[src/rtl/fp_mult_pkg.sv]
// Shared types and constants for the multiplier rounding/exception path.
package fp_mult_pkg;

  typedef enum logic [2:0] {
    RNE = 3'd0,
    RZ  = 3'd1,
    RUP = 3'd2,
    RDN = 3'd3,
    RNA = 3'd4
  } round_mode_t;

  localparam int          FEXP_BITS = 8;
  localparam int          EXP_MAX   = 2**FEXP_BITS - 1;
  localparam logic [31:0] QNAN      = 32'h7FC00000;
  localparam logic [30:0] MAXF      = 31'h7F7FFFFF;

  localparam int FLAG_INVALID   = 3;
  localparam int FLAG_OVERFLOW  = 2;
  localparam int FLAG_UNDERFLOW = 1;
  localparam int FLAG_INEXACT   = 0;

endpackage

[src/rtl/fp_round_decide.sv]
// Combinational round-increment decision from sign, LSB, guard and sticky bits.
module fp_round_decide
  import fp_mult_pkg::*;
(
  input  logic       sign_i,
  input  logic       lsb_i,
  input  logic       guard_i,
  input  logic       sticky_i,
  input  logic [2:0] mode_i,
  output logic       inc_o,
  output logic       inexact_o
);

  // Unrecognised mode encodings truncate, the safest non-increasing choice.
  always_comb begin
    inexact_o = guard_i | sticky_i;
    inc_o     = 1'b0;
    case (mode_i)
      RNE:     inc_o = guard_i & (sticky_i | lsb_i);
      RZ:      inc_o = 1'b0;
      RUP:     inc_o = ~sign_i & (guard_i | sticky_i);
      RDN:     inc_o = sign_i & (guard_i | sticky_i);
      RNA:     inc_o = guard_i;
      default: inc_o = 1'b0;
    endcase
  end

endmodule

[src/rtl/fp_mult_round.sv]
// Two-stage rounding/exception pipeline producing packed binary32 plus IEEE flags.
module fp_mult_round
  import fp_mult_pkg::*;
#(
  parameter int MANT_W = 23,
  parameter int EXP_W  = 10,
  parameter int FEXP_W = 8
) (
  input  logic              clk,
  input  logic              rst_n,
  input  logic              in_valid,
  output logic              in_ready,
  input  logic              in_sign,
  input  logic [MANT_W-1:0] in_mant,
  input  logic [EXP_W-1:0]  in_exp,
  input  logic              in_guard,
  input  logic              in_sticky,
  input  logic [2:0]        in_rmode,
  input  logic              in_nan,
  input  logic              in_invalid,
  input  logic              in_inf,
  input  logic              in_zero,
  output logic              out_valid,
  input  logic              out_ready,
  output logic [31:0]       out_result,
  output logic [3:0]        out_flags
);

  localparam logic [EXP_W:0] EXP_LIMIT = (EXP_W+1)'(EXP_MAX);

  logic              adv1, adv2;
  logic              inc, inexact;
  logic [EXP_W-1:0]  exp_d;
  logic [MANT_W:0]   sum_d;

  logic              v1_q;
  logic [MANT_W:0]   sum1_q;
  logic [EXP_W-1:0]  exp1_q;
  logic              sign1_q, tiny1_q, inexact1_q;
  logic [2:0]        mode1_q;
  logic              nan1_q, invalid1_q, inf1_q, zero1_q;

  logic              v2_q;
  logic [31:0]       result_q, result_d;
  logic [3:0]        flags_q, flags_d;

  logic              carry;
  logic [MANT_W-1:0] frac;
  logic [EXP_W:0]    exp_r;

  assign adv2     = ~v2_q | out_ready;
  assign adv1     = ~v1_q | adv2;
  assign in_ready = adv1;

  fp_round_decide u_decide (
    .sign_i    (in_sign),
    .lsb_i     (in_mant[0]),
    .guard_i   (in_guard),
    .sticky_i  (in_sticky),
    .mode_i    (in_rmode),
    .inc_o     (inc),
    .inexact_o (inexact)
  );

  // Negative biased exponents from the normalizer are clamped into the subnormal range.
  always_comb begin
    exp_d = in_exp[EXP_W-1] ? '0 : in_exp;
    sum_d = {1'b0, in_mant} + {{MANT_W{1'b0}}, inc};
  end

  always_ff @(posedge clk or negedge rst_n) begin
    if (!rst_n) begin
      v1_q       <= 1'b0;
      sum1_q     <= '0;
      exp1_q     <= '0;
      sign1_q    <= 1'b0;
      tiny1_q    <= 1'b0;
      inexact1_q <= 1'b0;
      mode1_q    <= 3'd0;
      nan1_q     <= 1'b0;
      invalid1_q <= 1'b0;
      inf1_q     <= 1'b0;
      zero1_q    <= 1'b0;
    end else if (adv1) begin
      v1_q <= in_valid;
      if (in_valid) begin
        sum1_q     <= sum_d;
        exp1_q     <= exp_d;
        sign1_q    <= in_sign;
        tiny1_q    <= (exp_d == '0);
        inexact1_q <= inexact;
        mode1_q    <= in_rmode;
        nan1_q     <= in_nan;
        invalid1_q <= in_invalid;
        inf1_q     <= in_inf;
        zero1_q    <= in_zero;
      end
    end
  end

  // A rounding carry leaves an all-zero fraction and bumps the exponent, which also promotes subnormals.
  always_comb begin
    carry = sum1_q[MANT_W];
    frac  = carry ? '0 : sum1_q[MANT_W-1:0];
    exp_r = {1'b0, exp1_q} + {{EXP_W{1'b0}}, carry};
  end

  always_comb begin
    result_d                 = {sign1_q, exp_r[FEXP_W-1:0], frac};
    flags_d                  = '0;
    flags_d[FLAG_UNDERFLOW]  = tiny1_q & inexact1_q;
    flags_d[FLAG_INEXACT]    = inexact1_q;
    if (nan1_q | invalid1_q) begin
      result_d               = QNAN;
      flags_d                = '0;
      flags_d[FLAG_INVALID]  = invalid1_q;
    end else if (inf1_q) begin
      result_d = {sign1_q, {FEXP_W{1'b1}}, {MANT_W{1'b0}}};
      flags_d  = '0;
    end else if (zero1_q) begin
      result_d = {sign1_q, {FEXP_W{1'b0}}, {MANT_W{1'b0}}};
      flags_d  = '0;
    end else if (exp_r >= EXP_LIMIT) begin
      flags_d                 = '0;
      flags_d[FLAG_OVERFLOW]  = 1'b1;
      flags_d[FLAG_INEXACT]   = 1'b1;
      result_d = {sign1_q, {FEXP_W{1'b1}}, {MANT_W{1'b0}}};
      // Directed modes saturate to the largest finite value on the side they round toward zero.
      case (mode1_q)
        RZ:      result_d = {sign1_q, MAXF};
        RUP:     if (sign1_q)  result_d = {1'b1, MAXF};
        RDN:     if (!sign1_q) result_d = {1'b0, MAXF};
        default: result_d = {sign1_q, {FEXP_W{1'b1}}, {MANT_W{1'b0}}};
      endcase
    end
  end

  always_ff @(posedge clk or negedge rst_n) begin
    if (!rst_n) begin
      v2_q     <= 1'b0;
      result_q <= '0;
      flags_q  <= '0;
    end else if (adv2) begin
      v2_q <= v1_q;
      if (v1_q) begin
        result_q <= result_d;
        flags_q  <= flags_d;
      end
    end
  end

  assign out_valid  = v2_q;
  assign out_result = result_q;
  assign out_flags  = flags_q;

endmodule

[config.mk]
export PLATFORM = sky130hd
export DESIGN_NAME = fp_mult_round
export DESIGN_NICKNAME = d
export VERILOG_FILES = /design/src/rtl/fp_mult_pkg.sv /design/src/rtl/fp_round_decide.sv /design/src/rtl/fp_mult_round.sv
export SDC_FILE = /design/constraint.sdc
export NUM_CORES = 1
export LEC_CHECK = 0
export ABC_AREA = 1
export CAP_MARGIN = 10
export CORE_ASPECT_RATIO = 1.75
export CORE_MARGIN = 2
export CORE_UTILIZATION = 56
export DETAILED_ROUTE_END_ITERATION = 8
export GPL_TIMING_DRIVEN = 0
export PLACE_DENSITY = 0.86
export SLEW_MARGIN = 30
export SYNTH_ARGS = -nofsm -noshare
export SYNTH_HDL_FRONTEND = slang
export SYNTH_SLANG_ARGS = --single-unit
[constraint.sdc]
create_clock -name clk -period 5.45 [get_ports clk]
set_input_delay 0.8175 -clock clk [delete_from_list [all_inputs] [get_ports clk]]
set_output_delay 0.8175 -clock clk [all_outputs]
set_load 0.05 [all_outputs]
# Yosys cells after proc, flatten, opt, wreduce, memory -nomap -nowiden
# Cells that the tools add are included.
# W data, S select, Z words.
# classes
reduce_logical,4
add_sub_neg,2
n_eq_ne,6
n_div,0
shift,0
n_mux,14
n_lt_le_gt_ge,1
n_bitwise,12
multipliers,0
# ops
op,count
$mux W32,6
$pmux W32 S3,1
$add A23 B1 Y24,1
$mux W23,1
$eq A3 B2 Y1 const B,4
$add A10 B1 Y11,1
$ge A11 B8 Y1 const B,1
$logic_not A10 Y1,1
$mux W3,3
$mux W9,1
$or A1 B1 Y1,5
$and A1 B1 Y1,4
$mux W4,1
$pmux W1 S4,1
$reduce_and A2 Y1,2
$eq A3 B1 Y1 const B,1
$eq A3 B3 Y1 const B,1
$logic_not A3 Y1,1
$not A1 Y1,3
# word_totals
mem_count,0
rom_bits,0
ramBits,0
latch_bits,0
out_inout_bits,38
reg_bits,82
elab_cells,53

# Longest topological paths before layout
# Gate-level depths: netlist (run 1).
# depth
depth_word,6
mapped_depth,17

# Cells and area by module
# Synthesis (run 1) repeated with hierarchy kept, for this count alone.
# hier_totals
hier_cells,498
area_unflattened_um2,4087.7
# by_module_without_submodules
mod,cells_per_inst,seq_area_each_um2,area_per_inst_um2,instances
fp_mult_round,479,2026.9,4016.4,1
fp_round_decide,19,0.0,71.3,1

# Worst setup path before layout (run 1)
# Ideal clock, no wire load.
# synth_path
path_type,input port to flip-flop
start,in in_rmode[1]
end,reg sum1_q[20]
slack_ns,2.836
path_buffers,0
setup_ns,0.118
t_arrival_ns,2.496
stages,17
path_cell_list,inv_1 nor3_1 nand3_1 o21ai_0 ha_1 ha_1 nand3_1 inv_1 nand3_1 inv_1 nand2_1 nor3_2 nand2_1 nor2_1 nand2_1 nand3_1 nand2_1
# synth_via
elab_chain_cells,3
# synth_lines
element,line_no,text
from (decl),fp_mult_round.sv:18,"input logic [2:0] in_rmode,"
$eq A3 B3 Y1 (tied with other cells),fp_round_decide.sv:18,case (mode_i)
$pmux W1 S4 *,fp_round_decide.sv:18,
$add A23 B1 Y24 *,fp_mult_round.sv:68,"sum_d = {1'b0, in_mant} + {{MANT_W{1'b0}}, inc};"
to (signal assigned),fp_mult_round.sv:87,sum1_q <= sum_d;
to (decl),fp_mult_round.sv:37,logic [MANT_W:0] sum1_q;
# Mark *: on every way between the ends. The rest lies on a longest branch, timed or not.
# A chain may end at the register's enable or synchronous reset.

# Worst setup path after layout (run 1)
# layout_path
start,in in_rmode[1]
end,reg sum1_q[18]
# The elaborated chain is that of the path after synthesis.

==> reports/metrics.csv, run 1 <==
stage;metric;value;unit
setup_path;reg-to-reg critical path endpoint;out_result[6];
outcome;outcome;complete, no violations;
die;io pins;85;
clock_network;postcts setup bufs;0;
clock_network;Post-CTS Resized;0;
global_route;antenna violations before repair;0;
timing;worst setup margin;2.26;ns
timing;Worst Tran Pin Value;0.620;ns
finish;Diodes inserted;0;
timing;Max-slew headroom;58.7;%
finish;commonest non-fill, non-tap cell in the layout;nand2_1;
yosys;synthesized area per cell;8.40;um^2
timing;post-layout min period;3.19;ns
yosys;number of synthesized flops with an enable pin;0;
setup_path;Crit path max-delay family;simple AND/OR/NAND/NOR gates;
yosys;ys async rst share;100;%
power;Leakage;0.00248;uW
power;Clock power frac;31.0;%
die;die width;69.1;um
timing;Max Slew Vio Count;0;
setup_path;crit-path max FO;4;
die;row count;41;
clock_network;clk root buf;clkbuf_16;
power;Logic pwr share;30.0;%
placed_design;detailed placer's ending HPWL;7880;um
power;P_int;1260;uW
placed_design;port buffer count;84;
clock_network;CTS clk-pin slew, worst paths;0.06;ns
clock_network;total CTS buffers;9;
setup_path;WP depth;17;
yosys;Mapped Area;4150;um^2
worst_hold_path;worst hold path type;in2async;
yosys;ys flop type;dfrtp_1;
clock_network;H-tree levels;3;
timing;final setup violation count;0;
setup_path;most frequent cell on the critical path;nand3_1;
global_route;Tot GR Track Use;27.4;%
route;post-route ant nets;0;
yosys;area share of the largest cell type after synthesis;48.9;%
route;Final Routed Wirelength;10600;um
clock_network;worst skew pair latency;0.34;ns
setup_path;reg-to-reg startpoint;sum1_q[23];
finish;Final Cell Area;5420;um^2
setup_path;Worst setup endpoint;sum1_q[18];
placed_design;RePlAce Congestion;0.868;
finish;area grow syn2layout;30.6;%
global_route;largest net degree at the start of global routing;53;
setup_path;Crit path largest cell delay;0.46;ns
clock_network;CTS Sinks;81;
die;die height;118;um
setup_path;r2r worst-path depth;12;
timing;Peak Freq;0.313;GHz
die;floorplan core area;7180;um^2
setup_path;CP required;5.72;ns
power;Net Sw Frac;34.7;%
setup_path;crit path cell chain;clkdlybuf4s50_1 > inv_1 > nor3_1 > nand3_1 > o21ai_0 > ha_1 > ha_1 > nand3_1 > inv_1 > nand3_1 > inv_1 > nand2_1 > nor3_2 > nand2_1 > o21ai_0 > nand3_1 > nand2_1;
setup_path;R2R Setup Slk;3.15;ns
yosys;Yosys reg bits;81;
finish;area of the multi-input gates;1850;um^2
power;pwr/cell area;357;nW/um^2
setup_path;CP Launch Point;in_rmode[1];
finish;Sequential cell area;2030;um^2
global_route;grt total ovfl;0;
placed_design;area post-placement;5120;um^2
die;die area;8140;um^2
yosys;sequential area share after synthesis;48.9;%
job;max cap viols;0;
finish;Final #Nets;641;
yosys;Distinct cells, synth;33;
yosys;Yosys top cell by area;dfrtp_1;
power;register share of total power;39.0;%
global_route;vias in the first global route;3817;
setup_path;CP max stage cell;clkdlybuf4s50_1;
finish;most frequent cells in the layout;150 x nand2_1, 83 x clkdlybuf4s50_1, 81 x dfrtp_1;
yosys;yosys warns;0;
timing;fin crit share;58.5;%
route;vias;3810;
setup_path;buffer and inverter count on the worst path;4;
route;Post-route DRC;0;
finish;layout cells sized above 1;13.0;%
setup_path;arrival time of the worst setup path;3.46;ns
route;vias per cell;5.60;
timing;Clock Skew;0.00941;ns
route;DR iter-0 viols;304;
finish;Fillers;520;
yosys;syn nets;545;
timing;final hold violation count;0;
placed_design;Place WS;1.96;ns
setup_path;Crit. End Element;flip-flop;
global_route;global-route wire length before repair;17700;um
yosys;Gate Count Post-Synth;494;
die;Initial Utilization;57.8;%
clock_network;Hold Buf Count CTS;0;
power;peak supply drop;282;uV
yosys;Synth area leaders;dfrtp_1 49%, nand2_1 14%, o21ai_2 4.4%;
timing;RSZ-0062 raised after global routing;no;
route;Wirelength per Cell;15.6;um
timing;Setup TNS;0;ns
finish;final core occ;75.4;%
setup_path;Crit Path Class;in2reg;
power;Net Switching;671;uW
setup_path;Startpoint Class;input pin;
clock_network;CTS tree;done;
route;DR pass1 iterations;5;
clock_network;clk buf depth;2;
## layout make-up
cell class | instances | area share [%]
clock inverters | 5 | 1.04
inverters | 40 | 2.77
multi-input cells | 353 | 34.1
plain buffers | 20 | 2.26
well taps | 86 | 1.99
clock buffers | 10 | 4.41
flip-flops and latches | 81 | 37.4
repair buffers | 85 | 16.0
## registers in the layout, indices dropped and copies added, names as in the netlist
signal      count
out_result     32
sum1_q         24
exp1_q          9
out_flags       4
mode1_q         3
inexact1_q      1
inf1_q          1
invalid1_q      1
nan1_q          1
out_valid       1
sign1_q         1
tiny1_q         1
v1_q            1
zero1_q         1
## worst register-to-register path, cell delays in order, from the launching register on
cell     delay [ns]
dfrtp_1        0.40
ha_1           0.25
ha_1           0.21
nand2_1        0.13
nor2_2         0.06
nand2_2        0.08
nor2_4         0.05
o21ai_2        0.34
nand2_4        0.09
buf_6          0.16
buf_8          0.15
a21oi_2        0.18
o21ai_2        0.08
## cells in the mapped netlist (2+ instances only)
cell and number:
buf_8 2, nor2_2 3, buf_2 2, nand4_1 3, ha_1 4, inv_1 38
a22o_1 2, o21ai_1 4, o21ai_0 34, nor3_1 8, xnor2_1 5, nand2_2 4
nand3_2 2, dfrtp_1 81, clkbuf_1 13, o21ai_2 21, a31oi_1 2, nand2_1 150
a21oi_1 16, o41ai_1 2, nor2_1 27, buf_6 3, a21oi_2 18, xor2_1 10
nand3_1 32
## logic make-up (layout without fill, tap and decap cells)
kind of cell,Yosys count,count (layout),synth area share (%)
compound gates,100,100,16.0
xor+xnor,15,15,3.17
fa+ha+maj,4,4,1.21
flops,81,81,48.9
simple gates,234,234,24.2
buf+inv,60,160,6.57
## power by group through the flow
stage / clock network [uW] / logic [uW] / registers [uW]
6_report: 598 / 579 / 754
5_1_grt: 629 / 620 / 765
4_1_cts: 600 / 582 / 753
3_5_place_dp: 0 / 576 / 763
3_3_place_gp: 0 / 562 / 758
2_1_floorplan: 0 / 205 / 917
## how the worst min path moves through the flow
stage | endpoint | start
after floorplan | sum1_q[0] | sum1_q[0]
after global placement | nan1_q | nan1_q
after detailed placement | sum1_q[1] | sum1_q[1]
after CTS | out_result[12] | rst_n
after global routing | out_result[28] | rst_n
final | out_result[15] | rst_n
## through the flow
step	power [uW]	hold WS, ns	cells
finish	1930	0.416	680
global route	2010	0.445	680
CTS	1940	0.423	680
detailed placement	1340	0.467	665
global placement	1320	0.465	664
floorplan	1120	0.449	494
## layer usage
metal	global-route usage, %	wire length (um)	vias up
met4	15.2	370	0
met5	0	0	-
met1	30.1	3850	1819
li1	-	-	1813
met2	48.9	5870	148
met3	4.79	505	30
(Power assumes the default switching activity.)
==> run 2, diff against run 1 <==
- CORE_UTILIZATION: 56 -> 52
- PLACE_DENSITY: 0.86 -> 0.81
- clock period: 5.45 -> 3.2 ns (I/O delays scaled with it)
==> run 2 against run 1 <==
Worst hold slack worse by 0.35 ns. Via count decreased by 2.1%. Critical path depth did not move. Register-to-register slack worse by 2.2 ns. First-iteration DRC count is 20% lower. Core utilization fell by 6.2 points. Worst setup slack worse by 1.9 ns.
==> reports/metrics.csv, run 2 (synthesis results as in run 1) <==
stage;metric;value;unit;change
clock_network;clk root buf;clkbuf_16;;
timing;Peak Freq;0.351;GHz;
finish;area grow syn2layout;31.1;%;
die;row count;43;;+4.9%
clock_network;CTS tree;done;;
setup_path;Crit. End Element;flip-flop;;
placed_design;detailed placer's ending HPWL;7900;um;+0.28%
setup_path;CP Launch Point;in_guard;;
die;die area;8740;um^2;+7.3%
finish;max reg flops;32;;unchanged
setup_path;arrival time of the worst setup path;3.12;ns;-0.34 ns
timing;worst setup margin;0.355;ns;-1.91 ns
timing;final setup violation count;0;;unchanged
setup_path;Crit path max-delay family;simple AND/OR/NAND/NOR gates;;
global_route;antenna violations before repair;0;;unchanged
timing;fin crit share;88.9;%;
setup_path;crit-path max FO;4;;unchanged
route;DR iter-0 viols;242;;-20%
finish;Sequential cell area;2030;um^2;unchanged
setup_path;most frequent cell on the critical path;nand3_1;;
finish;Diodes inserted;0;;unchanged
clock_network;Post-CTS Resized;0;;unchanged
setup_path;Crit path largest cell delay;0.49;ns;+0.03 ns
job;max cap viols;0;;unchanged
finish;commonest non-fill, non-tap cell in the layout;nand2_1;;
route;Post-route DRC;0;;unchanged
die;io pins;85;;unchanged
finish;final core occ;69.2;%;-6.2 points
timing;Clock Skew;0.00528;ns;-0.00413 ns
setup_path;buffer and inverter count on the worst path;3;;-1
timing;RSZ-0062 raised after global routing;no;;
route;post-route ant nets;0;;unchanged
global_route;largest net degree at the start of global routing;53;;unchanged
timing;Max-slew headroom;60.5;%;+1.8 points
finish;most frequent cells in the layout;150 x nand2_1, 83 x clkdlybuf4s50_1, 81 x dfrtp_1;;
timing;post-layout min period;2.85;ns;
setup_path;r2r worst-path depth;12;;unchanged
die;Initial Utilization;52.8;%;-5.0 points
finish;area of the multi-input gates;1850;um^2;unchanged
setup_path;reg-to-reg critical path endpoint;out_result[7];;
clock_network;H-tree levels;3;;unchanged
setup_path;WP depth;17;;unchanged
route;Final Routed Wirelength;10500;um;-0.47%
timing;Worst Tran Pin Value;0.593;ns;-0.0271 ns
placed_design;Place WS;0.00900;ns;-1.95 ns
timing;final hold violation count;0;;unchanged
clock_network;postcts setup bufs;0;;unchanged
route;vias per cell;5.45;;-2.7%
finish;Final #Nets;641;;unchanged
clock_network;Hold Buf Count CTS;0;;unchanged
worst_hold_path;worst hold path type;in2async;;
global_route;global-route wire length before repair;17500;um;-1.2%
clock_network;total CTS buffers;9;;unchanged
outcome;outcome;complete, no violations;;
clock_network;worst skew pair latency;0.34;ns;about the same
power;pwr/cell area;617;nW/um^2;+73%
clock_network;clk buf depth;2;;unchanged
clock_network;CTS Sinks;81;;unchanged
global_route;Tot GR Track Use;25.9;%;-1.5 points
timing;Max Slew Vio Count;0;;unchanged
setup_path;Crit Path Class;in2reg;;
finish;Final Cell Area;5440;um^2;+0.39%
power;peak supply drop;337;uV;+20%
setup_path;Startpoint Class;input pin;;
die;die height;122;um;+3.6%
power;Leakage;0.00249;uW;+0.34%
route;Wirelength per Cell;15.4;um;-1.1%
placed_design;port buffer count;84;;unchanged
route;vias;3730;;-2.1%
die;floorplan core area;7860;um^2;+9.4%
setup_path;CP max stage cell;clkdlybuf4s50_1;;
finish;layout cells sized above 1;12.6;%;-0.34 points
clock_network;CTS clk-pin slew, worst paths;0.06;ns;about the same
placed_design;area post-placement;5130;um^2;about the same
setup_path;reg-to-reg startpoint;sum1_q[23];;
global_route;grt total ovfl;0;;unchanged
die;die width;71.5;um;+3.6%
setup_path;Worst setup endpoint;sum1_q[18];;
route;DR pass1 iterations;5;;unchanged
setup_path;CP required;3.47;ns;-2.25 ns
setup_path;crit path cell chain;clkdlybuf4s50_1 > nor2_1 > nor3_1 > nand3_1 > o21ai_0 > ha_1 > ha_1 > nand3_1 > inv_1 > nand3_1 > inv_1 > nand2_1 > nor3_2 > nand2_1 > o21ai_0 > nand3_1 > nand2_1;;
finish;Fillers;646;;+24%
global_route;vias in the first global route;3848;;+0.81%
placed_design;RePlAce Congestion;0.863;;-0.58%
setup_path;R2R Setup Slk;0.94;ns;-2.21 ns
==> run 2: cell count changes in the layout (fill, tap and decap cells not counted), sizes merged <==
| cell | before | now |
|---|---|---|
| clkinv | 4 | 2 |
| bufinv | 1 | 2 |
| clkbuf | 23 | 25 |
| clkinvlp | 1 | 0 |
==> run 2: power breakdown <==
part / internal (uW) / switching, uW
combinational: 348 / 637
sequential: 1180 / 102
clock: 699 / 390
total: 2230 / 1130
==> run 2: metrics by stage <==
step                hold WS, ns  power (uW)  setup TNS [ns]  cells
finish                   0.0671        3360               0    684
floorplan                 0.184        1910               0    494
detailed placement        0.445        2280               0    669
CTS                      0.0870        3360               0    684
global route             0.0915        3510               0    684
global placement          0.464        2250          -89.58    668
==> run 2: cell type report <==
class	count	area share, %
flip-flops and latches	81	37.3
multi-input cells	353	34.0
repair buffers	85	15.9
clock buffers	12	4.53
inverters	40	2.76
plain buffers	20	2.25
well taps	90	2.07
clock inverters	3	1.20
==> run 2: worst min path at each step <==
stage                     slack, ns             end  cells past startpoint
after global routing           0.09  out_result[20]                      1
after floorplan                0.18       exp1_q[0]                      0
after CTS                      0.09  out_result[20]                      1
after global placement         0.46    out_flags[2]                      2
final                          0.07  out_result[20]                      1
after detailed placement       0.44  out_result[20]                      1
==> run 2: worst reg2reg max path, stage by stage, from the launching register on <==
cell and delay [ns]:
dfrtp_1 0.39, ha_1 0.24, ha_1 0.21, nand2_1 0.13, nor2_2 0.06, nand2_2 0.08, nor2_4 0.04, o21ai_2 0.33
nand2_4 0.10, buf_6 0.16, buf_8 0.15, a21oi_2 0.18, o21ai_2 0.07
==> run 2: metal layers <==
metal	global-route usage, %	part of all wire, %	up-vias
met4	12.4	2.9	0
met5	0	0	-
met1	26.7	36	1793
met3	5.54	4.5	23
li1	-	-	1804
met2	48.3	56	110
